<file path="src/rtl/sram_arb_pkg.sv">
// Shared types and constants for the 32-bit-over-16-bit SRAM arbiter.
// Defines MEM_ADDR_WIDTH (word-address width default) when the build does not.
`ifndef MEM_ADDR_WIDTH
`define MEM_ADDR_WIDTH 16
`endif

package sram_arb_pkg;
  typedef enum logic [1:0] {IDLE, LO, HI, ACK} state_t;

  localparam int SRAM_DW      = 16;
  localparam int WAIT_CYC_DEF = 1;
endpackage

</file>
<file path="src/rtl/sram_arbiter_if.sv">
// Requester ports plus SRAM pins of sram_arbiter; slave is the arbiter view,
// master the requester/memory view.
`ifndef MEM_ADDR_WIDTH
`define MEM_ADDR_WIDTH 16
`endif

interface sram_arbiter_if #(
  parameter int ADDR_W = `MEM_ADDR_WIDTH
);
  logic              if_req;
  logic [ADDR_W-1:0] if_addr;
  logic [31:0]       if_rdata;
  logic              if_ack;

  logic              d_req;
  logic              d_we;
  logic [3:0]        d_be;
  logic [ADDR_W-1:0] d_addr;
  logic [31:0]       d_wdata;
  logic [31:0]       d_rdata;
  logic              d_ack;

  logic [ADDR_W:0]   sram_addr;
  logic [15:0]       sram_dq_o;
  logic              sram_dq_oe;
  logic [15:0]       sram_dq_i;
  logic              sram_ce_n;
  logic              sram_oe_n;
  logic              sram_we_n;
  logic              sram_ub_n;
  logic              sram_lb_n;

  modport slave (
    input  if_req, if_addr, d_req, d_we, d_be, d_addr, d_wdata, sram_dq_i,
    output if_rdata, if_ack, d_rdata, d_ack,
    output sram_addr, sram_dq_o, sram_dq_oe,
    output sram_ce_n, sram_oe_n, sram_we_n, sram_ub_n, sram_lb_n
  );

  modport master (
    output if_req, if_addr, d_req, d_we, d_be, d_addr, d_wdata, sram_dq_i,
    input  if_rdata, if_ack, d_rdata, d_ack,
    input  sram_addr, sram_dq_o, sram_dq_oe,
    input  sram_ce_n, sram_oe_n, sram_we_n, sram_ub_n, sram_lb_n
  );
endinterface

</file>
<file path="src/rtl/sram_arb_grant.sv">
// Grant select between fetch and data ports. Fixed data priority by default;
// round-robin with a last-granted pointer when SRAM_ARB_RR_EN is defined.
module sram_arb_grant (
`ifdef SRAM_ARB_RR_EN
  input  logic clk,
  input  logic rst_n,
  input  logic take,
`endif
  input  logic if_req,
  input  logic d_req,
  output logic grant_vld,
  output logic grant_d
);

`ifdef SRAM_ARB_RR_EN
  // last_d=0 means fetch was granted last, so data wins the next tie
  logic last_d;

  always_ff @(posedge clk or negedge rst_n) begin
    if (!rst_n) begin
      last_d <= 1'b0;
    end else if (take && grant_vld) begin
      last_d <= grant_d;
    end
  end

  always_comb begin
    grant_vld = if_req | d_req;
    grant_d   = d_req & (~if_req | ~last_d);
  end
`else
  always_comb begin
    grant_vld = if_req | d_req;
    grant_d   = d_req;
  end
`endif

endmodule

</file>
<file path="src/rtl/sram_arbiter.sv">
// Two-port arbiter mapping 32-bit word accesses onto a 16-bit async SRAM as
// LO/HI halfword accesses. Optional macro: SRAM_ARB_RR_EN (round-robin grant).
`ifndef MEM_ADDR_WIDTH
`define MEM_ADDR_WIDTH 16
`endif

module sram_arbiter
  import sram_arb_pkg::*;
#(
  parameter int ADDR_W   = `MEM_ADDR_WIDTH,
  parameter int WAIT_CYC = WAIT_CYC_DEF
) (
  input  logic           clk,
  input  logic           rst_n,
  sram_arbiter_if.slave  bus
);

  localparam logic [1:0] LAST = 2'(WAIT_CYC);

  state_t              state, state_nx;
  logic [1:0]          cnt, cnt_nx;
  logic                last;
  logic                gnt_vld, gnt_d;

  logic                a_d, a_we;
  logic [3:0]          a_be;
  logic [ADDR_W-1:0]   a_addr;
  logic [31:0]         a_wdata;
  logic [SRAM_DW-1:0]  lo_buf;

  logic                t_d, t_we;
  logic [3:0]          t_be;
  logic [ADDR_W-1:0]   t_addr;
  logic [31:0]         t_wdata;

  logic                access, hi_nx;
  logic [ADDR_W:0]     addr_nx;
  logic [15:0]         dq_o_nx;
  logic                dq_oe_nx, ce_nx, oe_nx, we_nx, ub_nx, lb_nx;

  sram_arb_grant u_grant (
`ifdef SRAM_ARB_RR_EN
    .clk       (clk),
    .rst_n     (rst_n),
    .take      (state == IDLE),
`endif
    .if_req    (bus.if_req),
    .d_req     (bus.d_req),
    .grant_vld (gnt_vld),
    .grant_d   (gnt_d)
  );

  always_comb begin
    state_nx = state;
    cnt_nx   = cnt;
    last     = (cnt == LAST);
    case (state)
      IDLE: if (gnt_vld) begin
        state_nx = LO;
        cnt_nx   = '0;
      end
      LO: if (last) begin
        state_nx = HI;
        cnt_nx   = '0;
      end else begin
        cnt_nx = cnt + 2'd1;
      end
      HI: if (last) state_nx = ACK;
          else      cnt_nx   = cnt + 2'd1;
      default: state_nx = IDLE;
    endcase
  end

  // Pins are registered from the next-cycle view, so in IDLE the operands
  // come straight from the winning port rather than the latched copy.
  always_comb begin
    if (state == IDLE) begin
      t_d     = gnt_d;
      t_we    = gnt_d & bus.d_we;
      t_be    = bus.d_be;
      t_addr  = gnt_d ? bus.d_addr : bus.if_addr;
      t_wdata = bus.d_wdata;
    end else begin
      t_d     = a_d;
      t_we    = a_we;
      t_be    = a_be;
      t_addr  = a_addr;
      t_wdata = a_wdata;
    end
  end

  always_comb begin
    access   = (state_nx == LO) || (state_nx == HI);
    hi_nx    = (state_nx == HI);
    addr_nx  = bus.sram_addr;
    dq_o_nx  = '0;
    dq_oe_nx = 1'b0;
    ce_nx    = 1'b1;
    oe_nx    = 1'b1;
    we_nx    = 1'b1;
    ub_nx    = 1'b1;
    lb_nx    = 1'b1;
    if (access) begin
      ce_nx   = 1'b0;
      addr_nx = {t_addr, hi_nx};
      if (t_we) begin
        dq_oe_nx = 1'b1;
        dq_o_nx  = hi_nx ? t_wdata[31:16] : t_wdata[15:0];
        // first cycle of a waited access is address setup with we_n high
        we_nx    = (WAIT_CYC != 0) && (cnt_nx == 2'd0);
        ub_nx    = ~(hi_nx ? t_be[3] : t_be[1]);
        lb_nx    = ~(hi_nx ? t_be[2] : t_be[0]);
      end else begin
        oe_nx = 1'b0;
        ub_nx = 1'b0;
        lb_nx = 1'b0;
      end
    end
  end

  always_ff @(posedge clk or negedge rst_n) begin
    if (!rst_n) begin
      state          <= IDLE;
      cnt            <= '0;
      a_d            <= 1'b0;
      a_we           <= 1'b0;
      a_be           <= '0;
      a_addr         <= '0;
      a_wdata        <= '0;
      lo_buf         <= '0;
      bus.sram_addr  <= '0;
      bus.sram_dq_o  <= '0;
      bus.sram_dq_oe <= 1'b0;
      bus.sram_ce_n  <= 1'b1;
      bus.sram_oe_n  <= 1'b1;
      bus.sram_we_n  <= 1'b1;
      bus.sram_ub_n  <= 1'b1;
      bus.sram_lb_n  <= 1'b1;
      bus.if_ack     <= 1'b0;
      bus.d_ack      <= 1'b0;
      bus.if_rdata   <= '0;
      bus.d_rdata    <= '0;
    end else begin
      state <= state_nx;
      cnt   <= cnt_nx;
      if (state == IDLE && gnt_vld) begin
        a_d     <= t_d;
        a_we    <= t_we;
        a_be    <= t_be;
        a_addr  <= t_addr;
        a_wdata <= t_wdata;
      end
      bus.sram_addr  <= addr_nx;
      bus.sram_dq_o  <= dq_o_nx;
      bus.sram_dq_oe <= dq_oe_nx;
      bus.sram_ce_n  <= ce_nx;
      bus.sram_oe_n  <= oe_nx;
      bus.sram_we_n  <= we_nx;
      bus.sram_ub_n  <= ub_nx;
      bus.sram_lb_n  <= lb_nx;
      bus.if_ack     <= (state_nx == ACK) && !a_d;
      bus.d_ack      <= (state_nx == ACK) && a_d;
      if (!a_we && last) begin
        if (state == LO) lo_buf <= bus.sram_dq_i;
        if (state == HI) begin
          if (a_d) bus.d_rdata  <= {bus.sram_dq_i, lo_buf};
          else     bus.if_rdata <= {bus.sram_dq_i, lo_buf};
        end
      end
    end
  end

endmodule

</file>
<file path="src/flat_wrapper.sv">
// flat-port wrapper written by rule: the top's interface ports become plain ports
module sram_arbiter_flat import sram_arb_pkg::*;
#(
  parameter int ADDR_W   = `MEM_ADDR_WIDTH,
  parameter int WAIT_CYC = WAIT_CYC_DEF
)
  (clk, rst_n, bus_if_req, bus_if_addr, bus_d_req, bus_d_we, bus_d_be, bus_d_addr, bus_d_wdata, bus_sram_dq_i, bus_if_rdata, bus_if_ack, bus_d_rdata, bus_d_ack, bus_sram_addr, bus_sram_dq_o, bus_sram_dq_oe, bus_sram_ce_n, bus_sram_oe_n, bus_sram_we_n, bus_sram_ub_n, bus_sram_lb_n);
  sram_arbiter_if #(.ADDR_W(ADDR_W)) bus_i ();
  input  logic clk;
  input  logic rst_n;
  input wire logic [$bits(bus_i.if_req)-1:0] bus_if_req;
  input wire logic [$bits(bus_i.if_addr)-1:0] bus_if_addr;
  input wire logic [$bits(bus_i.d_req)-1:0] bus_d_req;
  input wire logic [$bits(bus_i.d_we)-1:0] bus_d_we;
  input wire logic [$bits(bus_i.d_be)-1:0] bus_d_be;
  input wire logic [$bits(bus_i.d_addr)-1:0] bus_d_addr;
  input wire logic [$bits(bus_i.d_wdata)-1:0] bus_d_wdata;
  input wire logic [$bits(bus_i.sram_dq_i)-1:0] bus_sram_dq_i;
  output wire logic [$bits(bus_i.if_rdata)-1:0] bus_if_rdata;
  output wire logic [$bits(bus_i.if_ack)-1:0] bus_if_ack;
  output wire logic [$bits(bus_i.d_rdata)-1:0] bus_d_rdata;
  output wire logic [$bits(bus_i.d_ack)-1:0] bus_d_ack;
  output wire logic [$bits(bus_i.sram_addr)-1:0] bus_sram_addr;
  output wire logic [$bits(bus_i.sram_dq_o)-1:0] bus_sram_dq_o;
  output wire logic [$bits(bus_i.sram_dq_oe)-1:0] bus_sram_dq_oe;
  output wire logic [$bits(bus_i.sram_ce_n)-1:0] bus_sram_ce_n;
  output wire logic [$bits(bus_i.sram_oe_n)-1:0] bus_sram_oe_n;
  output wire logic [$bits(bus_i.sram_we_n)-1:0] bus_sram_we_n;
  output wire logic [$bits(bus_i.sram_ub_n)-1:0] bus_sram_ub_n;
  output wire logic [$bits(bus_i.sram_lb_n)-1:0] bus_sram_lb_n;
  assign bus_i.if_req = bus_if_req;
  assign bus_i.if_addr = bus_if_addr;
  assign bus_i.d_req = bus_d_req;
  assign bus_i.d_we = bus_d_we;
  assign bus_i.d_be = bus_d_be;
  assign bus_i.d_addr = bus_d_addr;
  assign bus_i.d_wdata = bus_d_wdata;
  assign bus_i.sram_dq_i = bus_sram_dq_i;
  assign bus_if_rdata = bus_i.if_rdata;
  assign bus_if_ack = bus_i.if_ack;
  assign bus_d_rdata = bus_i.d_rdata;
  assign bus_d_ack = bus_i.d_ack;
  assign bus_sram_addr = bus_i.sram_addr;
  assign bus_sram_dq_o = bus_i.sram_dq_o;
  assign bus_sram_dq_oe = bus_i.sram_dq_oe;
  assign bus_sram_ce_n = bus_i.sram_ce_n;
  assign bus_sram_oe_n = bus_i.sram_oe_n;
  assign bus_sram_we_n = bus_i.sram_we_n;
  assign bus_sram_ub_n = bus_i.sram_ub_n;
  assign bus_sram_lb_n = bus_i.sram_lb_n;
  sram_arbiter #(.ADDR_W(ADDR_W), .WAIT_CYC(WAIT_CYC)) u_core (.clk(clk), .rst_n(rst_n), .bus(bus_i));
endmodule
</file>
<file path="config.mk">
export PLATFORM = sky130hd
export DESIGN_NAME = sram_arbiter_flat
export DESIGN_NICKNAME = d
export VERILOG_FILES = /design/src/rtl/sram_arb_pkg.sv /design/src/rtl/sram_arbiter_if.sv /design/src/rtl/sram_arb_grant.sv /design/src/rtl/sram_arbiter.sv /design/src/flat_wrapper.sv
export SDC_FILE = /design/constraint.sdc
export NUM_CORES = 1
export LEC_CHECK = 0
export CAP_MARGIN = 20
export CORE_MARGIN = 1
export CORE_UTILIZATION = 40
export CTS_CLUSTER_DIAMETER = 30
export CTS_CLUSTER_SIZE = 25
export DETAILED_ROUTE_END_ITERATION = 8
export GPL_TIMING_DRIVEN = 0
export PLACE_DENSITY_LB_ADDON = 0.05
export SLEW_MARGIN = 20
export SYNTH_ARGS = -nofsm -noshare
export SYNTH_HDL_FRONTEND = slang
export SYNTH_SLANG_ARGS = --single-unit
</file>
<file path="constraint.sdc">
create_clock -name clk -period 5.6 [get_ports clk]
set_input_delay 0.56 -clock clk [delete_from_list [all_inputs] [get_ports clk]]
set_output_delay 0.56 -clock clk [all_outputs]
set_load 0.02 [all_outputs]
</file>
==> results of run 1 <==
-- per-stage QoR --
step / area, um^2 / utilization / setup TNS [ns] / setup slack [ns]
CTS: 10200 / 0.568 / 0 / 2.45
global route: 10200 / 0.568 / 0 / 2.22
detailed placement: 9600 / 0.535 / 0 / 2.07
global placement: 9570 / 0.533 / -581.26 / -3.32
floorplan: 7350 / - / 0 / 3.18
finish: 10200 / 0.568 / 0 / 2.50
-- where the power goes --
part           leakage (uW)  switching, uW  internal [uW]
clock network      0.000290            498            696
logic               0.00187           1420           1440
registers           0.00220            325           1940
total               0.00436           2240           4070
-- Yosys cell counts, types with 2 or more instances --
library cell / n
dfrtp_1: 174
mux2_2: 88
nand2_1: 56
o21ai_0: 55
mux2_1: 23
mux2i_1: 19
and2_1: 15
clkbuf_1: 15
mux4_2: 15
buf_2: 9
buf_4: 7
a211oi_1: 6
inv_1: 6
a21oi_1: 5
dfstp_2: 5
nand2b_1: 5
nor2b_1: 4
nor4_1: 3
ha_1: 2
nand3_1: 2
nand3b_1: 2
o21ai_1: 2
o21bai_1: 2
-- per-layer routing --
metal / part of all wire / global-route usage / vias up
met2: 0.50 / 0.311 / 132
met5: 0 / 0 / -
li1: - / - / 2300
met1: 0.43 / 0.244 / 2503
met3: 0.057 / 0.0478 / 17
met4: 0.014 / 0.0720 / 0
-- cell families after synthesis --
| group | Yosys count | share of synthesized area |
|---|---|---|
| AOI/OAI and AO/OA | 76 | 0.0570 |
| adders and majority gates | 2 | 0.00340 |
| buffers and inverters | 37 | 0.0240 |
| DFF | 179 | 0.610 |
| muxes | 145 | 0.242 |
| and+or+nand+nor | 94 | 0.0636 |
-- critical path: stages (launching register included) --
cell      delay, ns
dfrtp_1        0.46
nor2_4         0.26
buf_4          0.25
clkbuf_1       0.37
nand2_1        0.11
nand3_1        0.14
ha_1           0.26
clkbuf_1       0.58
mux4_2         0.40
and2_1         0.17
-- cell type report --
class / count / area share
Clock buffer: 21 / 0.0461
Inverter: 6 / 0.00221
Buffer: 31 / 0.0151
Multi-Input combinational cell: 317 / 0.264
Timing Repair Buffer: 194 / 0.193
Clock inverter: 11 / 0.0123
Sequential cell: 179 / 0.440
Tap cell: 229 / 0.0281
-- registers in the layout, summed over array words and instances (netlist names), 2 cells and up --
register,flops
u_core.bus.if_rdata,32
u_core.a_wdata,32
u_core.a_addr,16
u_core.bus.sram_addr,17
u_core.state,2
u_core.bus.d_rdata,32
u_core.cnt,2
u_core.bus.sram_dq_o,16
u_core.lo_buf,16
u_core.a_be,4
-- worst max path at each step --
stage                          startpoint                        to
after floorplan           u_core.state[1]  u_core.bus.sram_dq_o[10]
after global placement              rst_n   u_core.bus.sram_dq_o[3]
after detailed placement        bus_d_req  u_core.bus.sram_dq_o[13]
after CTS                 u_core.state[1]  u_core.bus.sram_dq_o[13]
after global routing      u_core.state[1]   u_core.bus.sram_dq_o[8]
final                     u_core.state[1]   u_core.bus.sram_dq_o[5]
==> impl_results.md, run 1 <==
* # setup viols final at 0
* Root buf cell: clkbuf_16
* Maximum fanout along the worst path at 10
* YS warnings at 0
* Cell taking the most area after synthesis: dfrtp_1
* PwrDens at 619 nW/um^2
* Post-Synthesis Cell Area at 7350 um^2
* Startpoint types: register
* DRC Markers at 0
* Total wire length at 17,000 um
* Post-synth EDFFs at 0
* Commonest non-fill, non-tap cell in the layout: clkdlybuf4s50_1
* Hold WS at 0.101 ns
* Register area at 4490 um^2
* Htree depth at 4
* DRT antenna net count at 0
* IO Pins at 194
* Global-route usage over all layers at 0.191
* Vias in the first global route at 5,077
* Total gr overflow at 0
* Synth area leaders: dfrtp_1 (59%), mux2_2 (13%), mux4_2 (4.6%)
* Clock-pin transition on the worst setup and hold timing paths at 0.07 ns
* Die area at 18,900 um^2
* Die H at 138 um
* Synth cell types at 36
* CTS tree: done
* Clock skew at 0.00806 ns
* Worst Path Arrival at 3.42 ns
* Multi-input logic area at 2690 um^2
* Max Cap Viol at 0
* Worst Setup End Kind: register
* Cells after Synth at 533
* Share of cells above drive strength 1 at 0.213
* Synth-to-Final Area Change at 38.7%
* Final std cells w/o fill at 988
* Post-cts sizing count at 0
* Hold buffers post-CTS at 0
* Mean post-synth cell area at 13.8 um^2
* Layout Nets at 837
* Largest buffer count on any clock path at 2
* Least-Margin Pin Slew at 0.712 ns
* Final count of hold timing violations at 0
* Tmin final at 3.10 ns
* Worst min path class: primary input to asynchronous set/reset pin
* Synth top area share at 0.592
* Status: finished, final reports clean
* Final Power at 6320 uW
* Router iterations before antenna repair at 4
* Syn_nets at 624
* Worst-Skew Late Latency at 0.42 ns
* Required @ worst endpoint at 5.92 ns
* Initial antenna violation count at 0
* Filler cells at 1,473
* Crit path kind: register to register
* Worst reg2reg endpoint: u_core.bus.sram_dq_o[5]
* Max-slew violation count at 0
* Primary FF master, synth: dfrtp_1
* Most frequent cells in the layout: clkdlybuf4s50_1 (192), dfrtp_1 (174), mux2_2 (88), nand2_1 (56), o21ai_0 (55)
* Final period util at 0.554
* DR iter-0 viols at 223
* CTS sink count at 179
* Vias per std cell at 5.01
* Reg2Reg Setup Slack at 2.50 ns
* Final Wtd Congestion at 0.791
* Die Wd at 138 um
* Core area at 18,000 um^2
* Starting density of the core at 0.409
* Port-buffer cells at 193
* Register area share after synthesis at 0.610
* Lkg Pwr at 0.00436 uW
* Peak VDD IR at 0.000272 V
* First-pass GRT wire length at 26,900 um
* CTS Buf Count at 17
* Placed insts at 956
* Worst-case reg-to-reg path depth at 9
* Dpl hpwl at 12,100 um
* Slew HR at 0.526
* RSZ-0062 raised after global routing: false
* Number of setup buffers added after CTS at 0
* Post-synth ARST share at 1.00
* RR Startpoint: u_core.state[1]
* WL per Instance at 17.2 um
* FMAX at 0.322 GHz
* Largest net degree at the start of global routing at 100
* #FFs+latches synth at 179
* Row count at 49
* Via count at 4,952
* # diodes at 0
(Power assumes the default switching activity.)
==> run 2: changes to the inputs <==
==> constraint.sdc (replaced) <==
create_clock -name clk -period 2.8 [get_ports clk]
set_input_delay 0.28 -clock clk [delete_from_list [all_inputs] [get_ports clk]]
set_output_delay 0.28 -clock clk [all_outputs]
set_load 0.02 [all_outputs]
==> run 2 against run 1 <==
  * Power is 100% higher
  * Register-to-register slack worse by 2.3 ns
  * Sequential cell count unchanged
  * Non-clock buffer count rose by 1
  * Clock-buffer cell count unchanged
  * Sequential power increased by 100%
  * Clock skew barely moved
  * Fmax increased by 20%
  * Sequential share of layout area shrank 0.092 points
  * Final cell count is 0.10% higher
  * Combinational power increased by 100%
==> impl_results.md, run 2 (synthesized netlist as in run 1, its figures left out) <==
* Die area at 18,900 um^2
* Crit path kind: register to register
* CP Cell Sequence: nor2_4 > buf_4 > clkbuf_2 > nand2_1 > nand3_1 > ha_2 > clkbuf_1 > mux4_2 > and2_1
* Starting density of the core at 0.409
* Total wire length at 17,000 um
* Commonest non-fill, non-tap cell in the layout: clkdlybuf4s50_1
* Required @ worst endpoint at 3.11 ns
* Router iterations before antenna repair at 4
* # diodes at 0
* Hold WS at 0.420 ns
* Most frequent cells in the layout: clkdlybuf4s50_1 (192), dfrtp_1 (174), mux2_2 (88), nand2_1 (56), o21ai_0 (55)
* Total gr overflow at 0
* Root buf cell: clkbuf_16
* Clock skew at 0.00850 ns
* Synth-to-Final Area Change at 39.0%
* Maximum fanout along the worst path at 10
* Delay-heaviest family, CP: buffers and inverters
* Final count of hold timing violations at 0
* Worst Setup End Kind: register
* Least-Margin Pin Slew at 0.702 ns
* Global-route usage over all layers at 0.191
* Share of cells above drive strength 1 at 0.218
* Worst Path Arrival at 2.90 ns
* RSZ-0062 raised after global routing: false
* Row count at 49
* Vias per std cell at 5.02
* First-pass GRT wire length at 26,900 um
* PwrDens at 1240 nW/um^2
* Max Cap Viol at 0
* Startpoint types: register
* Dpl hpwl at 12,100 um
* Vias in the first global route at 5,099
* Die Wd at 138 um
* FMAX at 0.386 GHz
* Max-slew violation count at 0
* DR iter-0 viols at 217
* Filler cells at 1,470
* Fin util at 0.569
* IO Pins at 194
* Pre-CTS setup slack at -0.451 ns
* WL per Instance at 17.2 um
* Final Wtd Congestion at 0.791
* Reg2Reg Setup Slack at 0.21 ns
* Largest buffer count on any clock path at 2
* Largest net degree at the start of global routing at 100
* Worst-case reg-to-reg path depth at 9
* CTS Buf Count at 17
* Peak VDD IR at 0.000543 V
* Worst min path class: primary input to asynchronous set/reset pin
* Core area at 18,000 um^2
* Slowest Stage Delay on Critical Path at 0.45 ns
* Worst-Skew Late Latency at 0.42 ns
* Via count at 4,966
* Worst path slowest cell: dfrtp_1
* Port-buffer cells at 193
* RR Startpoint: u_core.state[0]
* Final period util at 0.926
* Die H at 138 um
* Status: finished, final reports clean
* Clock-pin transition on the worst setup and hold timing paths at 0.07 ns
* Htree depth at 4
* CTS sink count at 179
* Lkg Pwr at 0.00437 uW
* Buffers and inverters on the worst path at 3
* Initial antenna violation count at 0
* Fin worst setup slack at 0.207 ns
* CTS tree: done
* Slew HR at 0.529
* # setup viols final at 0
* Top Registers: u_core.a_wdata: 32 flops, u_core.bus.d_rdata: 32 flops, u_core.bus.if_rdata: 32 flops
* Tmin final at 2.59 ns
* DRT antenna net count at 0
* DRC Markers at 0
* Worst reg2reg endpoint: u_core.bus.sram_dq_o[14]
* Setup_tns at 0 ns
* Layout Nets at 838
-- run 2: cell types whose count changed in the layout (fill, tap and decap cells not counted), sizes merged --
cell / change
clkbuf: -1
dlygate4sd3: +1
buf: +1
-- run 2: layout make-up --
cell class / count / area, um^2 / area share
plain buffers: 30 / 155 / 0.0152
repair buffers: 196 / 1980 / 0.194
well taps: 229 / 287 / 0.0280
flip-flops and latches: 179 / 4490 / 0.439
multi-input cells: 317 / 2690 / 0.263
inverters: 6 / 22.5 / 0.00220
clock buffers: 21 / 470 / 0.0460
clock inverters: 11 / 125 / 0.0122
-- run 2: routing by layer --
layer	part of all wire	GRT usage	vias up
met3	0.055	0.0478	16
met1	0.44	0.244	2511
met5	0	0	-
li1	-	-	2306
met4	0.014	0.0720	0
met2	0.49	0.312	133
-- run 2: worst max path at each step --
stage	start	end	slack (ns)	cells after the start
2_1_floorplan	u_core.state[1]	u_core.bus.sram_dq_o[10]	0.38	9
3_3_place_gp	rst_n	u_core.bus.sram_dq_o[3]	-5.84	1
3_5_place_dp	bus_d_req	u_core.bus.sram_dq_o[13]	-0.45	9
4_1_cts	u_core.state[0]	u_core.bus.sram_dq_o[13]	0.05	11
5_1_grt	u_core.state[0]	u_core.bus.sram_dq_o[14]	0.04	9
6_report	u_core.state[0]	u_core.bus.sram_dq_o[14]	0.21	9
-- run 2: what timing repair did --
item | 4_1_cts | 5_1_grt
pin swaps | 1 | 0
buffers inserted | 1 | 0
endpoints found under the setup margin | 33 | 20
hold buffers | 1 | 0
endpoints found under the hold margin | 79 | 0
gates resized for setup | 3 | 1
-- run 2: per-stage QoR --
| step | area (um^2) | total power [uW] | std cells |
|---|---|---|---|
| floorplan | 7350 | 7910 | 533 |
| global placement | 9570 | 10200 | 955 |
| detailed placement | 9600 | 10400 | 956 |
| CTS | 10200 | 12800 | 990 |
| global route | 10200 | 13500 | 989 |
| finish | 10200 | 12700 | 989 |
-- run 2: power breakdown --
group          internal, uW  leakage (uW)  switching, uW
registers              3880       0.00220            646
logic                  2900       0.00188           2850
clock network          1390      0.000290           1000
total                  8180       0.00437           4500
